===== config.mk =====
export PLATFORM = sky130hd
export DESIGN_NAME = mc_ctrl
export DESIGN_NICKNAME = d
export VERILOG_FILES = /design/src/rtl/mc_ctrl.sv
export SDC_FILE = /design/constraint.sdc
export NUM_CORES = 1
export LEC_CHECK = 0
export CAP_MARGIN = 20
export CORE_MARGIN = 5
export CORE_UTILIZATION = 40
export CTS_CLUSTER_SIZE = 20
export DETAILED_ROUTE_END_ITERATION = 8
export GPL_TIMING_DRIVEN = 1
export PLACE_DENSITY_LB_ADDON = 0.25
export SYNTH_ARGS = -nofsm -noshare
export SYNTH_HDL_FRONTEND = slang
export SYNTH_SLANG_ARGS = --single-unit

===== constraint.sdc =====
create_clock -name clk -period 3.4 [get_ports clk]
set_input_delay 0.68 -clock clk [delete_from_list [all_inputs] [get_ports clk]]
set_output_delay 0.68 -clock clk [all_outputs]
set_load 0.01 [all_outputs]

===== src/rtl/mc_ctrl.sv =====
`default_nettype none
// ============================================================================
// Module      : mc_ctrl
// Description : Multi-cycle MIPS control FSM. Sequences PC, IR, GPR, ALU, DM
//               and NPC through FETCH/DCD/EXE/MEM/WB/BR/JMP states and drives
//               the single-cycle decoder's control encodings, gated per state.
//               Optional macro MC_PERF_EN adds instr_cnt/cycle_cnt counters.
// Revision    : 1.0 - initial release
// ============================================================================
module mc_ctrl #(
    parameter int ST_W = 4
) (
    input  logic            clk,
    input  logic            rst,
    input  logic [5:0]      opcode,
    input  logic [5:0]      funct,
    input  logic            zero,
    output logic            PCWr,
    output logic            IRWr,
    output logic            RegWrite,
    output logic            MemWrite,
    output logic [2:0]      NpcSel,
    output logic [1:0]      RegDst,
    output logic [1:0]      wd_sel,
    output logic [1:0]      ExtOp,
    output logic            AluSrc,
    output logic [3:0]      AluCtrl,
    output logic [ST_W-1:0] state
`ifdef MC_PERF_EN
    ,
    output logic [31:0]     instr_cnt,
    output logic [31:0]     cycle_cnt
`endif
);

    // State encodings
    localparam logic [ST_W-1:0] c_stFetch = ST_W'(0);
    localparam logic [ST_W-1:0] c_stDcd   = ST_W'(1);
    localparam logic [ST_W-1:0] c_stExe   = ST_W'(2);
    localparam logic [ST_W-1:0] c_stMemRd = ST_W'(3);
    localparam logic [ST_W-1:0] c_stMemWr = ST_W'(4);
    localparam logic [ST_W-1:0] c_stWbAlu = ST_W'(5);
    localparam logic [ST_W-1:0] c_stWbMem = ST_W'(6);
    localparam logic [ST_W-1:0] c_stBr    = ST_W'(7);
    localparam logic [ST_W-1:0] c_stJmp   = ST_W'(8);

    // ALU operation encodings
    localparam logic [3:0] c_aluAddu = 4'b0000;
    localparam logic [3:0] c_aluSubu = 4'b0001;
    localparam logic [3:0] c_aluOr   = 4'b0010;
    localparam logic [3:0] c_aluBb   = 4'b0011;
    localparam logic [3:0] c_aluAa   = 4'b0100;
    localparam logic [3:0] c_aluAdd  = 4'b0101;
    localparam logic [3:0] c_aluLt   = 4'b0110;

    logic [ST_W-1:0] r_state;
    logic [ST_W-1:0] w_nextState;

    // Instruction decode
    logic w_isR, w_isAddu, w_isSubu, w_isSlt, w_isJr;
    logic w_isOri, w_isLui, w_isLw, w_isSw, w_isAddi, w_isAddiu;
    logic w_isBeq, w_isJ, w_isJal, w_isExeOp, w_isJmpOp;

    assign w_isR     = (opcode == 6'b000000);
    assign w_isAddu  = w_isR && (funct == 6'b100001);
    assign w_isSubu  = w_isR && (funct == 6'b100011);
    assign w_isSlt   = w_isR && (funct == 6'b101010);
    assign w_isJr    = w_isR && (funct == 6'b001000);
    assign w_isOri   = (opcode == 6'b001101);
    assign w_isLui   = (opcode == 6'b001111);
    assign w_isLw    = (opcode == 6'b100011);
    assign w_isSw    = (opcode == 6'b101011);
    assign w_isAddi  = (opcode == 6'b001000);
    assign w_isAddiu = (opcode == 6'b001001);
    assign w_isBeq   = (opcode == 6'b000100);
    assign w_isJ     = (opcode == 6'b000010);
    assign w_isJal   = (opcode == 6'b000011);
    assign w_isExeOp = w_isAddu | w_isSubu | w_isSlt | w_isOri | w_isLui |
                       w_isLw | w_isSw | w_isAddi | w_isAddiu;
    assign w_isJmpOp = w_isJ | w_isJal | w_isJr;

    // ALU configuration for the current instruction, used from EXE through writeback
    logic       w_aluSrc;
    logic [1:0] w_extOp;
    logic [3:0] w_aluCtrl;

    // Select ALU operand source, immediate extension and ALU op from the decode
    always_comb begin
        w_aluSrc  = 1'b1;
        w_extOp   = 2'b01;
        w_aluCtrl = c_aluAddu;
        if (w_isR) begin
            w_aluSrc  = 1'b0;
            w_extOp   = 2'b00;
            w_aluCtrl = w_isSubu ? c_aluSubu : (w_isSlt ? c_aluLt : c_aluAddu);
        end else if (w_isOri) begin
            w_extOp   = 2'b00;
            w_aluCtrl = c_aluOr;
        end else if (w_isLui) begin
            w_extOp   = 2'b10;
            w_aluCtrl = c_aluBb;
        end else if (w_isAddi) begin
            w_aluCtrl = c_aluAdd;
        end
    end

    // State register; reset abandons any instruction in flight
    always_ff @(posedge clk or posedge rst) begin
        if (rst) begin
            r_state <= c_stFetch;
        end else begin
            r_state <= w_nextState;
        end
    end

    // Next-state and per-state control outputs; everything is forced low in reset
    always_comb begin
        w_nextState = c_stFetch;
        PCWr        = 1'b0;
        IRWr        = 1'b0;
        RegWrite    = 1'b0;
        MemWrite    = 1'b0;
        NpcSel      = 3'b000;
        RegDst      = 2'b00;
        wd_sel      = 2'b00;
        ExtOp       = 2'b00;
        AluSrc      = 1'b0;
        AluCtrl     = 4'b0000;
        case (r_state)
            c_stFetch: begin
                w_nextState = c_stDcd;
                IRWr        = 1'b1;
                PCWr        = 1'b1;
            end
            c_stDcd: begin
                if (w_isBeq)        w_nextState = c_stBr;
                else if (w_isJmpOp) w_nextState = c_stJmp;
                else if (w_isExeOp) w_nextState = c_stExe;
                else                w_nextState = c_stFetch;
            end
            c_stExe: begin
                AluSrc  = w_aluSrc;
                ExtOp   = w_extOp;
                AluCtrl = w_aluCtrl;
                if (w_isLw)      w_nextState = c_stMemRd;
                else if (w_isSw) w_nextState = c_stMemWr;
                else             w_nextState = c_stWbAlu;
            end
            c_stMemRd: begin
                AluSrc      = w_aluSrc;
                ExtOp       = w_extOp;
                AluCtrl     = w_aluCtrl;
                w_nextState = c_stWbMem;
            end
            c_stMemWr: begin
                AluSrc   = w_aluSrc;
                ExtOp    = w_extOp;
                AluCtrl  = w_aluCtrl;
                MemWrite = 1'b1;
            end
            c_stWbAlu: begin
                AluSrc   = w_aluSrc;
                ExtOp    = w_extOp;
                AluCtrl  = w_aluCtrl;
                RegWrite = 1'b1;
                RegDst   = w_isR ? 2'b01 : 2'b00;
            end
            c_stWbMem: begin
                AluSrc   = w_aluSrc;
                ExtOp    = w_extOp;
                AluCtrl  = w_aluCtrl;
                RegWrite = 1'b1;
                wd_sel   = 2'b01;
            end
            c_stBr: begin
                AluCtrl = c_aluSubu;
                NpcSel  = 3'b001;
                PCWr    = zero;
            end
            c_stJmp: begin
                PCWr = 1'b1;
                if (w_isJr) begin
                    NpcSel  = 3'b100;
                    AluCtrl = c_aluAa;
                end else if (w_isJal) begin
                    NpcSel   = 3'b010;
                    RegWrite = 1'b1;
                    RegDst   = 2'b10;
                    wd_sel   = 2'b10;
                end else begin
                    NpcSel = 3'b011;
                end
            end
            default: w_nextState = c_stFetch;
        endcase
        if (rst) begin
            PCWr     = 1'b0;
            IRWr     = 1'b0;
            RegWrite = 1'b0;
            MemWrite = 1'b0;
            NpcSel   = 3'b000;
            RegDst   = 2'b00;
            wd_sel   = 2'b00;
            ExtOp    = 2'b00;
            AluSrc   = 1'b0;
            AluCtrl  = 4'b0000;
        end
    end

    assign state = r_state;

`ifdef MC_PERF_EN
    logic w_enterFetch;
    assign w_enterFetch = (r_state != c_stFetch) && (w_nextState == c_stFetch);

    // Free-running cycle counter and retired-instruction counter (wrap naturally)
    always_ff @(posedge clk or posedge rst) begin
        if (rst) begin
            cycle_cnt <= 32'd0;
            instr_cnt <= 32'd0;
        end else begin
            cycle_cnt <= cycle_cnt + 32'd1;
            if (w_enterFetch) begin
                instr_cnt <= instr_cnt + 32'd1;
            end
        end
    end
`endif

endmodule
`default_nettype wire


== Word-level counts from Yosys, hierarchy flattened ==
Index checks and enable logic that the tools add are counted.

* Bitwise logic cells: 10
* Multiply operators: 0
* Shifts and indexed selects: 0
* $lt $le $gt $ge: 0
* Muxes and demuxes: 44
* Equal/unequal tests: 21
* Reduce and logical (&&, ||, !) cells: 9
* Divide/modulo/power cells: 0
* Add/sub/neg operators: 0

{| class="wikitable"
|+ Operators by type and width
! operator !! number
|-
| $eq A6 B4 Y1 const B || 5
|-
| $eq A6 B6 Y1 const B || 5
|-
| $mux W3 || 10
|-
| $mux W2 || 10
|-
| $eq A4 B3 Y1 const B || 4
|-
| $pmux W4 S4 || 1
|-
| $mux W1 || 14
|-
| $eq A6 B2 Y1 const B || 2
|-
| $mux W4 || 3
|-
| $pmux W4 S3 || 1
|-
| $or A1 B1 Y1 || 10
|-
| $eq A4 B2 Y1 const B || 2
|-
| $pmux W2 S2 || 2
|-
| $eq A6 B3 Y1 const B || 1
|-
| $logic_not A6 Y1 || 1
|-
| $pmux W3 S2 || 1
|-
| $reduce_or A5 Y1 || 1
|-
| $eq A4 B1 Y1 const B || 1
|-
| $eq A4 B4 Y1 const B || 1
|-
| $logic_and A1 B1 Y1 || 4
|-
| $logic_not A4 Y1 || 1
|-
| $pmux W1 S2 || 2
|-
| $reduce_or A2 Y1 || 2
|}

* Bits in writable memories: 0
* ROM bits: 0
* Register bits after elaboration: 4
* Latch bits: 0
* Memories: 0

== Depth between registers and ports, before layout ==
Gate-level depths: netlist of run 1.

* Depth in word-level cells: 14
* Mapped depth: 5
* Mapped depth without buffers: 4

== Worst setup path after synthesis of run 1 ==
OpenSTA, ideal clock, no wires.

* Path kind: input-to-output
* Start point: in opcode[0]
* End point: out AluCtrl[2]
* Stages: 5
* Arrival time: 1.886 ns
* Data required time: 2.720 ns
* Setup slack: 0.834 ns
* Cell sequence: buf_2 > nor4_4 > nand2_1 > nor3_1 > or2_1

* Word-level cells in the longest chain between the ends: 7
* Elaborated cells between the ends (all ways): 16

{| class="wikitable"
|+ Ends and longest elaborated chain
! element !! RTL line !! RTL
|-
| start, declared || 15 || <nowiki>input logic [5:0] opcode,</nowiki>
|-
| $eq A6 B4 Y1 or $logic_not A6 Y1 (tied branches) || 73, 64 ||
|-
| $mux W3 or $logic_and A1 B1 Y1 (tied branches) || 102, 67 ||
|-
| $mux W3, on equally long branches || 99, 95 ||
|-
| $mux W3, on equally long branches || 96, 95 ||
|-
| $mux W3 || 92 || <nowiki>if (w_isR) begin</nowiki>
|-
| $pmux W4 S3 (*) || 129 || <nowiki>case (r_state)</nowiki>
|-
| $mux W4 (*) || 196 || <nowiki>if (rst) begin</nowiki>
|-
| end, declared || 27 || <nowiki>output logic [3:0] AluCtrl,</nowiki>
|}

Mark *: on every way between the ends. The rest lies on a longest branch, timed or not.

== Worst setup path after layout of run 1 ==
* Start point: in opcode[1]
* End point: out AluCtrl[2]

The elaborated chain is that of the path after synthesis.

==> results.txt, run 1 <==
clock power share: 16.7%
largest net degree at the start of global routing: 16
Remaining Overflow, GRT: 0
max FFs per register: 4
dpl hpwl: 1.60 mm
Avg Cell Area, Syn: 6.87 um^2
Pwr Total: 337 uW
Switching Power: 132 uW
EDFF count, synth: 0
I/O pins: 37
CTS resizes: 0
initial antenna violation count: 0
FFs w/ async S/R, synth: 100%
FF+latch count, synth: 4
Syn Nets: 109
Clock transition at path regs: 0.04 ns
Leak: 0.382 nW
Setup Fix Bufs, Post-CTS: 0
critical path type: in2out
top post-synthesis cells by area: dfrtp_1 (16%), nor3_1 (7.0%), nor2_1 (6.4%), a21oi_1 (6.2%), nand2_1 (5.8%)
library cells used by synthesis: 40
Setup TNS Final: 0 ns
crit end category: output pin
CTS tree: yes
chip height: 50.2 um
CTS root buf: clkbuf_4
post-synth top area share: 15.5%
initial core utilization: 42.4%
DR DRC count: 0
Sinks on Clock Net: 4
Yosys top cell by area: dfrtp_1
# Max-Cap Violations: 0
nets: 149
Mapped Cells: 94
Final setup viols: 0
Hold Violations, Final: 0
die width: 50.2 um
YS warnings: 0
# diodes: 0
crit path DAT: 2.61 ns
Post-Syn Area: 646 um^2
Crit path required time: 2.72 ns
die area: 2520 um^2
power per cell area: 323 nW/um^2
RSZ-0062 raised after global routing: false
Top FF cell, synth: dfrtp_1
CTS Buf Count: 3
Max IR drop VDD: 0.428 mV
Fillers: 138
iteration count of the initial detailed-routing pass: 4
core area: 1520 um^2
routability cong.: 0.857
Tightest Hold Check Type: reg2reg
Comb pwr share: 55.3%
wirelength, routed: 1.87 mm
Layout area overhead: 61.8%
CP Launch Type: input pin
fin crit period: 3.29 ns
achievable frequency: 304 MHz
H-Tree Depth: 1
share of cells above drive strength 1: 12.1%
PortBufs: 35
status: finished, final reports clean
CTS max path bufs: 2
max-slew violation count: 0
fraction of the cycle the final worst path needs: 96.7%
first-pass GRT wire length: 3.15 mm
clk_skew: 0.00353 ns
vias: 826
Sequential Power Share: 28.0%
Int Pwr: 205 uW
sequential share of the synthesized area: 15.5%
critical path peak fanout: 5
Switching Fraction: 39.3%
Detail Route Antenna Nets: 0
DR WL/cell: 12.6 um
gr usage total: 15.3%
clk_lat worst skew: 0.23 ns
Initial DRC Count: 16
row count: 14
vias per inst: 5.58
number of global-route vias before repair: 724
## power by group through the flow
stage / Clock (mW) / Combinational [mW] / Sequential [mW]
3_3_place_gp: 0 / 0.184 / 0.0939
5_1_grt: 0.0636 / 0.204 / 0.100
3_5_place_dp: 0 / 0.186 / 0.0951
2_1_floorplan: 0 / 0.122 / 0.0752
4_1_cts: 0.0593 / 0.187 / 0.0934
6_report: 0.0563 / 0.186 / 0.0943
## cell type report
| type | instances | area, um^2 | share of cell area [%] |
|---|---|---|---|
| inverters | 2 | 7.51 | 0.719 |
| repair buffers | 42 | 403 | 38.6 |
| flip-flops and latches | 4 | 100 | 9.58 |
| multi-input cells | 81 | 492 | 47.1 |
| well taps | 16 | 20.0 | 1.92 |
| clock buffers | 3 | 22.5 | 2.16 |
## layer usage
metal  routed length, um  part of all wire (%)  vias to the layer above  GRT usage [%]
met3                 136                   7.3                        0           3.85
met2                 953                    51                       32           25.9
met1                 776                    42                      371           19.2
met4                   0                     0                        0           3.93
li1                    -                     -                      423              -
met5                   0                     0                        -              0
## placed cells by master, fill, tap and decap left out, types with 4 or more instances in the layout
cell type | netlist | final
nor2_1 | 11 | 11
nand2_1 | 10 | 10
dfrtp_1 | 4 | 4
and2_1 | 4 | 4
a21oi_1 | 8 | 8
nor3_1 | 9 | 9
buf_4 | 1 | 7
clkdlybuf4s50_1 | 0 | 35
## Yosys cell counts, types with 2 or more instances
cell type / n
nor4b_1: 3
o21ai_0: 3
nand3b_1: 2
nor3_1: 9
clkbuf_1: 3
inv_1: 2
and2_1: 4
nand2_1: 10
nor3b_1: 2
nand4b_1: 2
a21oi_1: 8
nand4_1: 3
buf_6: 2
dfrtp_1: 4
nand3_1: 2
nor2_1: 11
## repair_timing
action	4_1_cts	5_1_grt
hold buffers	0	0
setup endpoints to repair	0	2
hold endpoints to repair	0	0
## metrics by stage
stage / instance area [um^2] / hold WS (ns) / cells / setup slack [ns] / utilization [%]
4_1_cts: 1040 / 0.640 / 148 / 0.0999 / 68.6
5_1_grt: 1040 / 0.694 / 148 / 0.00314 / 68.6
2_1_floorplan: 646 / 0.446 / 94 / 0.834 / -
3_3_place_gp: 1020 / 0.629 / 145 / 0.124 / 67.1
6_report: 1040 / 0.646 / 148 / 0.113 / 68.6
3_5_place_dp: 1020 / 0.633 / 145 / 0.0999 / 67.1
## critical path, cell delays in order
cell,delay (ns)
clkdlybuf4s50_1,0.46
nor4_4,0.42
buf_4,0.18
nand2_1,0.06
a21oi_1,0.16
or2_1,0.12
clkdlybuf4s50_1,0.52
## path summary, 6_finish.rpt
path	startpoint	endpoint	slack, ns	cells after the start
min	state[3]$_DFF_PP0_	state[0]$_DFF_PP0_	0.65	2
min reg2reg	state[3]$_DFF_PP0_	state[0]$_DFF_PP0_	0.65	2
max in group asynchronous	rst	state[0]$_DFF_PP0_	2.52	2
max reg2reg	state[2]$_DFF_PP0_	state[3]$_DFF_PP0_	2.13	3
max	opcode[1]	AluCtrl[2]	0.11	7
min in group asynchronous	rst	state[1]$_DFF_PP0_	0.73	2
## kinds of logic after synthesis
logic type,share of synthesized area (%)
xor gates and xnor gates,1.36
buffers and inverters,8.33
and+or+nand+nor,55.2
other,0.581
DFF,15.5
AOI/OAI and AO/OA,19.0
No activity file was read; power rests on OpenSTA's default activity.
==> run 2, diff against run 1 <==
Settings changed: HOLD_SLACK_MARGIN set to 0.03, RECOVER_POWER set to 50.
==> results.txt, run 2 (synthesis gave the netlist of run 1 again) <==
Clock transition at path regs: 0.04 ns (about the same)
# diodes: 0 (unchanged)
CP Launch Type: input pin (unchanged)
Tightest Hold Check Type: reg2reg (unchanged)
crit end category: output pin (unchanged)
nets: 149 (unchanged)
critical path type: in2out (unchanged)
share of cells above drive strength 1: 12.1% (unchanged)
vias: 824 (was 826)
clk_lat worst skew: 0.23 ns (about the same)
core area: 1520 um^2 (unchanged)
Setup TNS Final: 0 ns (unchanged)
Layout area overhead: 61.8% (unchanged)
met2 usage: 25.9% (unchanged)
R2R setup slack: 2.12 ns (was 2.13 ns)
die area: 2520 um^2 (unchanged)
hold path startpoint: state[3]$_DFF_PP0_ (unchanged)
RSZ-0062 raised after global routing: false (unchanged)
# Max-Cap Violations: 0 (unchanged)
DR DRC count: 0 (unchanged)
power per cell area: 316 nW/um^2 (was 323 nW/um^2)
Setup Fix Bufs, Post-CTS: 0 (unchanged)
DR WL/cell: 12.6 um (about the same)
chip height: 50.2 um (unchanged)
vias per inst: 5.57 (was 5.58)
fin crit period: 3.29 ns (about the same)
commonest non-fill, non-tap cell in the layout: clkdlybuf4s50_1 (unchanged)
max FFs per register: 4 (unchanged)
Worst Hold Depth: 2 (unchanged)
Final setup viols: 0 (unchanged)
fraction of the cycle the final worst path needs: 96.8% (was 96.7%)
Initial DRC Count: 11 (was 16)
most frequent cells in the layout: clkdlybuf4s50_1 (28), nor2_1 (11), nand2_1 (10) (was clkdlybuf4s50_1 (35), nor2_1 (11), nand2_1 (10))
Crit path required time: 2.72 ns (about the same)
CTS root buf: clkbuf_4 (unchanged)
worst reg2reg path endpoint: state[3]$_DFF_PP0_ (unchanged)
Util after Layout: 68.6% (unchanged)
CTS resizes: 0 (unchanged)
status: finished, final reports clean (unchanged)
WHS Endpoint: state[0]$_DFF_PP0_ (unchanged)
Leak: 0.396 nW (was 0.382 nW)
first-pass GRT wire length: 3.15 mm (unchanged)
Hold Violations, Final: 0 (unchanged)
row count: 14 (unchanged)
Max IR drop VDD: 0.417 mV (was 0.428 mV)
CTS Buf Count: 3 (unchanged)
CTS tree: yes (unchanged)
initial antenna violation count: 0 (unchanged)
Remaining Overflow, GRT: 0 (unchanged)
final non-filler cell total: 148 (unchanged)
H-Tree Depth: 1 (unchanged)
cts-stage hold buffer count: 0 (unchanged)
achievable frequency: 304 MHz (about the same)
Detail Route Antenna Nets: 0 (unchanged)
I/O pins: 37 (unchanged)
die width: 50.2 um (unchanged)
iteration count of the initial detailed-routing pass: 4 (unchanged)
placed insts: 145 (unchanged)
gr usage total: 15.3% (unchanged)
hold slack: 0.639 ns (was 0.646 ns)
clk_skew: 0.00353 ns (about the same)
number of global-route vias before repair: 724 (unchanged)
Pwr Total: 330 uW (was 337 uW)
Reg2Reg Launch Point: state[2]$_DFF_PP0_ (unchanged)
grt met3 use: 3.85% (unchanged)
routability cong.: 0.857 (unchanged)
critical path peak fanout: 5 (unchanged)
initial core utilization: 42.4% (unchanged)
dpl hpwl: 1.60 mm (unchanged)
reg2reg path depth: 3 (unchanged)
global routing usage on met1: 19.2% (unchanged)
PortBufs: 35 (unchanged)
GRT Max-Usage Layer: met2 (unchanged)
max-slew violation count: 0 (unchanged)
CTS max path bufs: 2 (unchanged)
wirelength, routed: 1.87 mm (about the same)
Sinks on Clock Net: 4 (unchanged)
crit path DAT: 2.61 ns (about the same)
largest net degree at the start of global routing: 16 (unchanged)
-- run 2: cell count changes in the layout (fill, tap and decap cells not counted) --
cell	before	now
clkdlybuf4s50_1	35	28
dlygate4sd3_1	0	7
-- run 2: layer usage --
| metal | wire length (um) | vias to the layer above |
|---|---|---|
| li1 | - | 423 |
| met1 | 796 | 374 |
| met2 | 956 | 27 |
| met3 | 119 | 0 |
| met4 | 0 | 0 |
| met5 | 0 | - |
-- run 2: worst max path at each step --
stage / startpoint / to / slack (ns) / cells past startpoint
finish: opcode[1] / AluCtrl[2] / 0.11 / 7
global route: opcode[1] / AluCtrl[2] / 0.003 / 6
CTS: opcode[1] / AluCtrl[0] / 0.1 / 7
detailed placement: opcode[1] / AluCtrl[0] / 0.1 / 7
global placement: opcode[5] / AluCtrl[2] / 0.12 / 6
floorplan: opcode[0] / AluCtrl[2] / 0.83 / 5
-- run 2: critical path: stages --
cell	delay [ns]
clkdlybuf4s50_1	0.46
nor4_4	0.42
buf_4	0.18
nand2_1	0.06
a21oi_1	0.17
or2_1	0.12
clkdlybuf4s50_1	0.52
-- run 2: power by group --
part | leakage [nW] | total [mW] | switching (mW) | internal, mW
logic | 0.331 | 0.180 | 0.0796 | 0.100
registers | 0.0513 | 0.0942 | 0.0355 | 0.0586
clock network | 0.0138 | 0.0563 | 0.0170 | 0.0393
-- run 2: final cells by class --
cell class / instances / area, um^2
clock buffer: 3 / 22.5
fill: 138 / 479
inverter: 2 / 7.51
multi-input combinational: 81 / 492
sequential: 4 / 100
tap: 16 / 20.0
timing repair buffer: 42 / 403
-- run 2: per-stage QoR --
step                cell area (um^2)  setup WS, ns
floorplan                        646         0.834
global placement                1020         0.124
detailed placement              1020        0.0999
CTS                             1040        0.0999
global route                    1040       0.00314
finish                          1040         0.110
==> run 3, diff against run 2 <==
Settings changed: GPL_ROUTABILITY_DRIVEN set to 0, SKIP_LAST_GASP set to 1.
==> results of run 3 <==
Same layout as run 2: the final DEF is identical, and so are final timing and power.
